===== src/rtl/i_type_pkg.sv =====
// Shared RV32I OP-IMM definitions: opcode, funct3/funct7 encodings and
// immediate sign extension used by the execute unit.
package i_type_pkg;

  localparam int          XLEN         = 32;
  localparam logic [6:0]  OPCODE_OPIMM = 7'b0010011;
  localparam logic [6:0]  F7_SRA       = 7'h20;

  typedef enum logic [2:0] {
    F3_ADD  = 3'd0,
    F3_SLL  = 3'd1,
    F3_SLT  = 3'd2,
    F3_SLTU = 3'd3,
    F3_XOR  = 3'd4,
    F3_SR   = 3'd5,
    F3_OR   = 3'd6,
    F3_AND  = 3'd7
  } funct3_e;

  function automatic logic [31:0] sext12(input logic [11:0] v);
    return {{20{v[11]}}, v};
  endfunction

endpackage


===== src/rtl/i_type_opimm_alu.sv =====
// Combinational OP-IMM datapath and legality decode. Illegal encodings
// drive out to all-X so downstream misuse is visible in simulation.
module opimm_alu
  import i_type_pkg::*;
#(
  parameter int         XLEN   = 32,
  parameter logic [6:0] OPCODE = OPCODE_OPIMM
) (
  input  logic [6:0]      opcode,
  input  logic [2:0]      funct3,
  input  logic [11:0]     imm,
  input  logic [XLEN-1:0] in1,
  output logic [XLEN-1:0] out,
  output logic            illegal
);

  logic [XLEN-1:0] simm;
  logic [4:0]      shamt;
  logic [6:0]      f7;
  logic [XLEN-1:0] result;
  logic            bad;

  assign simm  = sext12(imm);
  assign shamt = imm[4:0];
  assign f7    = imm[11:5];

  always_comb begin
    result = '0;
    bad    = 1'b0;
    case (funct3_e'(funct3))
      F3_ADD:  result = in1 + simm;
      F3_SLL: begin
        bad    = (f7 != 7'd0);
        result = in1 << shamt;
      end
      F3_SLT:  result = {{(XLEN-1){1'b0}}, ($signed(in1) < $signed(simm))};
      F3_SLTU: result = {{(XLEN-1){1'b0}}, (in1 < simm)};
      F3_XOR:  result = in1 ^ simm;
      F3_SR: begin
        // f7 selects logical vs arithmetic; any other f7 is reserved.
        if (f7 == 7'd0)
          result = in1 >> shamt;
        else if (f7 == F7_SRA)
          result = $signed(in1) >>> shamt;
        else
          bad = 1'b1;
      end
      F3_OR:   result = in1 | simm;
      F3_AND:  result = in1 & simm;
    endcase
    if (opcode != OPCODE)
      bad = 1'b1;
    illegal = bad;
    out     = bad ? 'x : result;
  end

endmodule


===== src/rtl/i_type.sv =====
// OP-IMM execute unit: combinational ALU result plus a registered copy
// and valid flag for the writeback stage.
module i_type
  import i_type_pkg::*;
#(
  parameter int         XLEN         = 32,
  parameter logic [6:0] OPCODE_OPIMM = i_type_pkg::OPCODE_OPIMM
) (
  input  logic            clk,
  input  logic            rst,
  input  logic [6:0]      opcode,
  input  logic [2:0]      funct3,
  input  logic [11:0]     imm,
  input  logic [XLEN-1:0] in1,
  output logic [XLEN-1:0] out,
  output logic            illegal,
  output logic [XLEN-1:0] out_q,
  output logic            valid_q
);

  opimm_alu #(
    .XLEN   (XLEN),
    .OPCODE (OPCODE_OPIMM)
  ) u_alu (
    .opcode  (opcode),
    .funct3  (funct3),
    .imm     (imm),
    .in1     (in1),
    .out     (out),
    .illegal (illegal)
  );

  // valid_q high: out_q holds the legal result sampled at the last edge.
  // There is no ready/backpressure; writeback consumes every cycle.
  // Illegal cycles store zero so the register never captures X.
  always_ff @(posedge clk or posedge rst) begin
    if (rst) begin
      out_q   <= '0;
      valid_q <= 1'b0;
    end else begin
      valid_q <= ~illegal;
      out_q   <= illegal ? '0 : out;
    end
  end

endmodule


===== config.mk =====
export PLATFORM = sky130hd
export DESIGN_NAME = i_type
export DESIGN_NICKNAME = d
export VERILOG_FILES = /design/src/rtl/i_type_pkg.sv /design/src/rtl/i_type_opimm_alu.sv /design/src/rtl/i_type.sv
export SDC_FILE = /design/constraint.sdc
export NUM_CORES = 1
export LEC_CHECK = 0
export ABC_CLOCK_PERIOD_IN_PS = 8700
export BUFFER_PORTS_ARGS = -buffer_cell sky130_fd_sc_hd__buf_4
export CAP_MARGIN = 20
export CORE_MARGIN = 8
export CORE_UTILIZATION = 66
export CTS_BUF_LIST = sky130_fd_sc_hd__clkbuf_4 sky130_fd_sc_hd__clkbuf_8
export DETAILED_ROUTE_END_ITERATION = 10
export PLACE_DENSITY = 0.88
export SYNTH_ARGS = -nofsm -noshare
export SYNTH_HDL_FRONTEND = slang
export SYNTH_SLANG_ARGS = --single-unit

===== constraint.sdc =====
create_clock -name clk -period 8.7 [get_ports clk]
set_clock_uncertainty 0.1 [all_clocks]
set_input_delay 0.87 -clock clk [delete_from_list [all_inputs] [get_ports clk]]
set_output_delay 0.87 -clock clk [all_outputs]
set_load 0.02 [all_outputs]

==> results.sh <==
export IMPL_synth_seq_cells=33
export IMPL_postCtsSetupRepairBufs=0
export IMPL_outcome="complete, no violations"
export IMPL_avgSynthCellArea_sq_um=7.50
export IMPL_ant_nets=0
export IMPL_clock_path_buffers=2
export IMPL_grt_ovfl_total=0
export IMPL_cts_tree="built"
export IMPL_start_kind="input port"
export IMPL_multi_input_area_sq_mm=0.00767
export IMPL_grt_max_degree=74
export IMPL_die_area_sq_mm=0.0180
export IMPL_coreArea_sq_mm=0.0138
export IMPL_path_class="input port to output port"
export IMPL_period_minus_slack_ns=5.69
export IMPL_antenna_cells=0
export IMPL_vias_per_cell=7.69
export IMPL_crit_path_max_incr_delay_ns=0.57
export IMPL_fp_dieW_microns=134
export IMPL_crit_chain="buf_4 -> clkinv_1 -> buf_4 -> ha_1 -> o21ai_0 -> o21ai_0 -> a21oi_2 -> o31ai_2 -> a211oi_1 -> o21ai_0 -> nand4b_1 -> buf_4"
export IMPL_clkSinkCount=33
export IMPL_ys_warn_count=0
export IMPL_cts_resized=0
export IMPL_cts_clk_slew_worst_paths_ns=0.07
export IMPL_setup_violations=0
export IMPL_synth_async_reset_ratio_pct=100
export IMPL_power_leakage_nw=4.55
export IMPL_regArea_sq_um=826
export IMPL_max_cap_violations=0
export IMPL_worstMarginPinSlew_ns=1.03
export IMPL_htree_num_levels=2
export IMPL_required_ns=7.73
export IMPL_ys_types=81
export IMPL_initial_core_util_pct=67.1
export IMPL_portBuffers=121
export IMPL_vias=11100
export IMPL_synth_area_sq_mm=0.00924
export IMPL_cp_arrival_ns=4.72
export IMPL_final_cell_mix="nor2_1 (144), buf_4 (130), a21oi_1 (126)"
export IMPL_grt_pass1_vias=9989
export IMPL_layout_nets=1422
export IMPL_routed_wl_mm=39.8
export IMPL_grt_first_pass_wirelength_mm=59.3
export IMPL_synth_fp_nets=1386
export IMPL_root_buffer="clkbuf_8"
export IMPL_max_freq_ghz=0.176
export IMPL_yosysSeqAreaShare_pct=8.94
export IMPL_slew_viol_final=0
export IMPL_finalCritPeriodShare_pct=65.4
export IMPL_p_total_w=0.000936
export IMPL_worstPathMaxFanout=65
export IMPL_avgRoutedWirePerCell_microns=27.5
export IMPL_utilization_pct=73.4
export IMPL_areaGrowthSynthToFinish_pct=9.43
export IMPL_syn_inst=1232
export IMPL_drt_first_pass_iters=8
export IMPL_end_kind="output port"
export IMPL_cpMaxStageDelayCell="o21ai_0"
export IMPL_rows=43
export IMPL_rsz0062_at_grt="no"
export IMPL_holdBufCountCts=0
export IMPL_hold_class="input port to async pin"
export IMPL_slew_headroom_pct=30.9
export IMPL_irDropWorstVdd_mv=0.0549
export IMPL_synth_edf_count=0
export IMPL_finalSetupTns_ns=0
export IMPL_ios=122
export IMPL_die_h_microns=134
export IMPL_drive_gt1_share_pct=18.2
export IMPL_synth_flop_cell="dfrtp_1"
export IMPL_hpwl_mm=29.8
export IMPL_drc=0
export IMPL_drt_initial_drc_count=2257
export IMPL_fill_cells=1097
export IMPL_globalplace_congestion=1.12
export IMPL_finalHoldViolCount=0
export IMPL_p_per_area_mw_per_mm2=92.6
export IMPL_numCtsBuffers=5
export IMPL_layout_commonest_cell="nor2_1"
export IMPL_track_usage_pct=42.3
export IMPL_grt_antenna_before_repair=0
==> where the power goes <==
group	switching, W	internal [W]
logic	0.000407	0.000225
clock network	0.0000577	0.0000931
registers	0.000000103	0.000154
total	0.000465	0.000471
==> worst max-delay path, delay by kind of cell <==
| kind | cells | cell delay (ns) |
|---|---|---|
| AO/OA/AOI/OAI | 6 | 1.73 |
| buffers and inverters | 4 | 1.33 |
| adder cells (fa/ha/maj) | 1 | 0.45 |
| AND/OR/NAND/NOR | 1 | 0.29 |
==> synth_stat cells (all sizes together) (7+ instances only) <==
cell / count / area share [%]
nand2: 98 / 4.0
o31ai: 8 / 0.70
a211oi: 27 / 2.2
a211o: 11 / 1.0
ha: 97 / 13
o221ai: 7 / 0.66
o211ai: 11 / 0.89
xnor2: 11 / 1.0
nand4: 13 / 0.88
clkbuf: 61 / 2.5
and2: 31 / 2.1
inv: 68 / 2.8
mux4: 55 / 13
o21ai: 117 / 6.3
mux2i: 47 / 5.1
and3: 8 / 0.54
a31oi: 14 / 0.95
a21oi: 127 / 6.9
o21a: 8 / 0.65
a21o: 13 / 1.1
nand3: 15 / 0.81
nor3: 26 / 1.5
buf: 41 / 2.7
dfrtp: 33 / 8.9
o21bai: 8 / 0.65
nor2: 144 / 5.9
mux2: 20 / 2.4
==> area by class of cell <==
cell class | count | share of cell area [%]
multi-input combinational | 1027 | 75.9
timing repair buffer | 131 | 9.93
sequential | 33 | 8.17
inverter | 70 | 2.60
tap | 180 | 2.23
clock buffer | 6 | 0.817
clock inverter | 2 | 0.371
==> sequential cells by signal, indices dropped and copies added, names as in the netlist <==
signal and count:
out_q 32, valid_q 1
==> kinds of logic (layout without fill, tap and decap cells) <==
group | after synthesis | after routing | share of synthesized area [%]
AO/OA/AOI/OAI | 417 | 417 | 28.5
XOR/XNOR | 15 | 15 | 1.42
adder cells (fa/ha/maj) | 98 | 98 | 13.4
buffers and inverters | 172 | 209 | 8.07
flip-flops | 33 | 33 | 8.94
multiplexers | 122 | 122 | 20.9
AND/OR/NAND/NOR | 375 | 375 | 18.8
==> worst max-delay path by stage <==
| stage | startpoint | endpoint | slack [ns] | depth (start not counted) |
|---|---|---|---|---|
| floorplan | imm[11] | out[29] | 3.73 | 11 |
| global placement | imm[11] | out[29] | 3.32 | 13 |
| detailed placement | imm[11] | out[29] | 3.18 | 13 |
| CTS | imm[11] | out[29] | 3.18 | 13 |
| global route | imm[2] | out[26] | 2.88 | 12 |
| finish | imm[2] | out[17] | 3.01 | 12 |
==> per-stage QoR <==
stage               std cells  cell area [sq um]  worst slack, ns  hold WS [ns]
floorplan                1232               9240             3.73         0.899
global placement         1440               9960             3.32          1.09
detailed placement       1440               9960             3.18          1.13
CTS                      1448              10100             3.18         0.830
global route             1449              10100             2.88         0.462
finish                   1449              10100             3.01         0.450
==> per-layer routing <==
metal | GRT usage (%) | share of wire [%] | up-vias
met5 | 0 | 0 | -
met4 | 27.8 | 8.1 | 0
met3 | 10.2 | 16 | 254
met2 | 62.4 | 41 | 1164
met1 | 53.9 | 35 | 5109
li1 | - | - | 4610
Power figures use the tool's default switching activity.
